==> config.mk <==
export PLATFORM = sky130hd
export DESIGN_NAME = detector_de_flags
export DESIGN_NICKNAME = d
export VERILOG_FILES = /design/src/rtl/detector_de_flags_pkg.sv /design/src/rtl/detector_de_flags.sv
export SDC_FILE = /design/constraint.sdc
export NUM_CORES = 1
export LEC_CHECK = 0
export BUFFER_PORTS_ARGS = -buffer_cell sky130_fd_sc_hd__buf_2
export CAP_MARGIN = 40
export CORE_AREA = 5 5 42 44
export CTS_BUF_LIST = sky130_fd_sc_hd__clkbuf_16
export DETAILED_ROUTE_END_ITERATION = 10
export DIE_AREA = 0 0 47 49
export SYNTH_ARGS = -nofsm -noshare
export SYNTH_HDL_FRONTEND = slang
export SYNTH_SLANG_ARGS = --single-unit
==> constraint.sdc <==
create_clock -name Clock -period 2 [get_ports Clock]
set_clock_uncertainty 0.05 [all_clocks]
set_input_delay 0.1 -clock Clock [delete_from_list [all_inputs] [get_ports Clock]]
set_output_delay 0.1 -clock Clock [all_outputs]
set_load 0.02 [all_outputs]
==> src/rtl/detector_de_flags_pkg.sv <==
// detector_de_flags_pkg: shared ALU constants for the flag detector
package detector_de_flags_pkg;
  localparam int DATA_W = 32;
  localparam logic SEL_ADD = 1'b0;
  localparam logic SEL_SUB = 1'b1;
endpackage

==> src/rtl/detector_de_flags.sv <==
// detector_de_flags: registered signed-overflow, zero and sticky-overflow flags for the ALU
module detector_de_flags
  import detector_de_flags_pkg::*;
(
  input  logic              Clock,
  input  logic              Reset_n,
  input  logic              Enable_overflow,
  input  logic [DATA_W-1:0] Data,
  input  logic              Signal_A,
  input  logic              Signal_B,
  input  logic              Signal_Result,
  input  logic              Selection_Sum_Sub,
  input  logic              Clear_sticky,
  output logic              Overflow,
  output logic              Zero,
  output logic              Sticky_overflow
);
  logic ovf_next;
  logic zero_next;
  // next-state flags: overflow needs matching (add) or differing (sub) operand signs and a flipped result sign
  always_comb begin
    ovf_next  = Enable_overflow && (Signal_Result != Signal_A) &&
                ((Selection_Sum_Sub == SEL_SUB) ? (Signal_A != Signal_B) : (Signal_A == Signal_B));
    zero_next = ~|Data;
  end
  // flag registers; a new overflow beats a same-edge sticky clear
  always_ff @(posedge Clock or negedge Reset_n) begin
    if (!Reset_n) begin
      Overflow        <= 1'b0;
      Zero            <= 1'b0;
      Sticky_overflow <= 1'b0;
    end else begin
      Overflow        <= ovf_next;
      Zero            <= zero_next;
      Sticky_overflow <= ovf_next | (Sticky_overflow & ~Clear_sticky);
    end
  end
endmodule

==> flow_summary.yaml <==
outcome:
  status: "finished clean"
finish:
  drive_gt1_frac: 0.687
  fillers: 148
  layout.nets: 108
  syn_to_final_growth_pct: 168
  antennaDiodeCount: 0
die:
  rows: 14
  die_area_mm2: 0.00230
  ioPinCount: 43
  die_y_um: 49
  start_util: 0.136
  fp.dieW_um: 47
  core_mm2: 0.00140
pwr:
  power_density_mw_per_mm2: 853
  max-vdd-ir-drop_mv: 0.360
  power.total_mw: 0.434
  leakage_nw: 0.272
sta:
  tns_ps: 0
  timing.final.max_slew_violations: 0
  setup_viol: 0
  worst_slew_pin_slew_ps: 250
  max_slew_margin: 0.832
  fmax_ghz: 1.12
  hold_viol: 0
  period_needed_ps: 889
  min_period_over_period: 0.445
  rsz0062_at_grt: "false"
worst_setup_path:
  worstRegToRegCells: 2
  cp_max_fo: 2
  startpoint_type: "flop"
  crit_end: "Sticky_overflow"
  timing.rr.start: "Sticky_overflow"
  worstPathRequired_ps: 1850
  critPathKind: "reg2out"
  cp_num_buf_inv: 1
  endpoint_kind: "primary output"
  cp-startpoint: "Sticky_overflow"
  path_depth: 1
  cp.arrival_ps: 740
  reg2reg_to: "Sticky_overflow"
  crit_family: "flip-flops"
  slowest_stage: "dfrtp_1"
  path_cells: "buf_2"
  slowest_delay_ps: 360
  rrSetupSlack_ps: 1280
drt:
  drtPass1Iterations: 2
  route.detailed.drc: 0
  drtIter0Drc: 2
  drt-wirelength-per-cell_um: 10.1
  num_vias: 349
  totalWireLength_um: 840
  ant_nets: 0
  viasPerCell: 4.20
worst_hold_path:
  min_path_cells: 2
  hold_class: "in2reg"
  min_from: "Clear_sticky"
clock_tree:
  clock_latency_ps: 220
  cts_root_buffer: "clkbuf_16"
  clkSinkCount: 3
  tritoncts: "yes"
  clk_pin_slew_ps: 30
  h-tree-depth: 1
  cts_buffer_depth: 2
  cts_made_buffers: 3
yosys:
  synth_edf_count: 0
  yosysWarnings: 0
  ys_async_sr_fraction: 1.00
  avgSynthCellArea_um2: 9.51
  ys_ff_latch: 3
  synth.most_common_cell: "nor4_1"
  synth_top_area_frac: 0.395
  netlist-cell-type-count: 11
  syn-num-nets: 60
  synth_common_cells: "7 x nor4_1, 3 x dfrtp_1, 2 x nand4_1"
  synthFlopType: "dfrtp_1"
  netlist_area_um2: 190
  synthTopCellsByArea: "dfrtp_1 39%, nor4_1 23%, nand4_1 6.6%"
  netlist_instances: 20
  ys_seq_area_frac: 0.395
  yosys.area.top_type: "dfrtp_1"
global_routing:
  antenna_found_initial: 0
  grt_pass1_wl_mm: 1.31
  grt_pass1_vias: 358
  grtUsageTotal: 0.0797
  grt_start_max_net_pins: 4
  overflow: 0
job:
  max_cap_violations: 0
place:
  gp_congestion: 0.700
  port_buffers: 42
## how the worst min path moves through the flow
stage	end	slack (ps)
global route	Sticky_overflow	90
global placement	Overflow	-150
finish	Sticky_overflow	60
CTS	Sticky_overflow	60
floorplan	Overflow	-250
detailed placement	Sticky_overflow	-150
## power by group
| part | switching, mW | internal (mW) | total (mW) |
|---|---|---|---|
| sequential | 0.00118 | 0.0646 | 0.0658 |
| combinational | 0.0234 | 0.0363 | 0.0597 |
| clock | 0.0514 | 0.257 | 0.309 |
| total | 0.0760 | 0.358 | 0.434 |
## metal layers
metal | part of all wire | vias up | GRT usage
li1 | - | 179 | -
met5 | 0 | - | 0
met2 | 0.47 | 24 | 0.106
met3 | 0.16 | 0 | 0.0295
met1 | 0.36 | 146 | 0.0951
met4 | 0 | 0 | 0.0691
## cell usage in the layout (no fill, tap or decap)
cell type | netlist | layout
nor2_1 | 1 | 1
o21ai_0 | 1 | 1
o221ai_1 | 1 | 1
nand4b_1 | 1 | 1
dlygate4sd3_1 | 0 | 1
buf_2 | 0 | 42
clkbuf_16 | 0 | 3
nand3b_1 | 1 | 1
xnor2_1 | 1 | 1
nand4_1 | 2 | 2
nor4_2 | 1 | 1
nor4_1 | 7 | 7
dfrtp_1 | 3 | 3
inv_1 | 1 | 2
## state kept, by name (all words and copies together), names as in the netlist
signal / count
Overflow: 1
Sticky_overflow: 1
Zero: 1
## logic make-up (layout without fill, tap and decap cells)
group | after synthesis | count (layout) | share of synthesized area
buffers and inverters | 1 | 48 | 0.0197
AO/OA/AOI/OAI | 2 | 2 | 0.0724
flip-flops | 3 | 3 | 0.395
AND/OR/NAND/NOR | 13 | 13 | 0.467
XOR/XNOR | 1 | 1 | 0.0461
## through the flow
stage	worst slack [ps]	cell area (µm²)	hold slack, ps	utilization	std cells
floorplan	1200	190	-246	-	20
global route	1080	509	86.7	0.363	83
finish	1110	509	61.5	0.363	83
global placement	1150	420	-153	0.300	78
detailed placement	1140	420	-150	0.300	78
CTS	1100	509	63.8	0.363	83
## repair_timing
item | 4_1_cts | 5_1_grt
hold buffers | 1 | 0
setup buffers | 0 | 0
resized for setup | 0 | 0
endpoints found under the hold margin | 3 | 0
## final cells by class
cell class / count / area (µm²) / area share
well taps: 16 / 20.0 / 0.0393
multi-input cells: 16 / 111 / 0.219
clock buffers: 3 / 75.1 / 0.147
repair buffers: 43 / 220 / 0.432
clock inverters: 1 / 3.75 / 0.00737
inverters: 1 / 3.75 / 0.00737
flip-flops and latches: 3 / 75.1 / 0.147
Power figures use the tool's default switching activity.
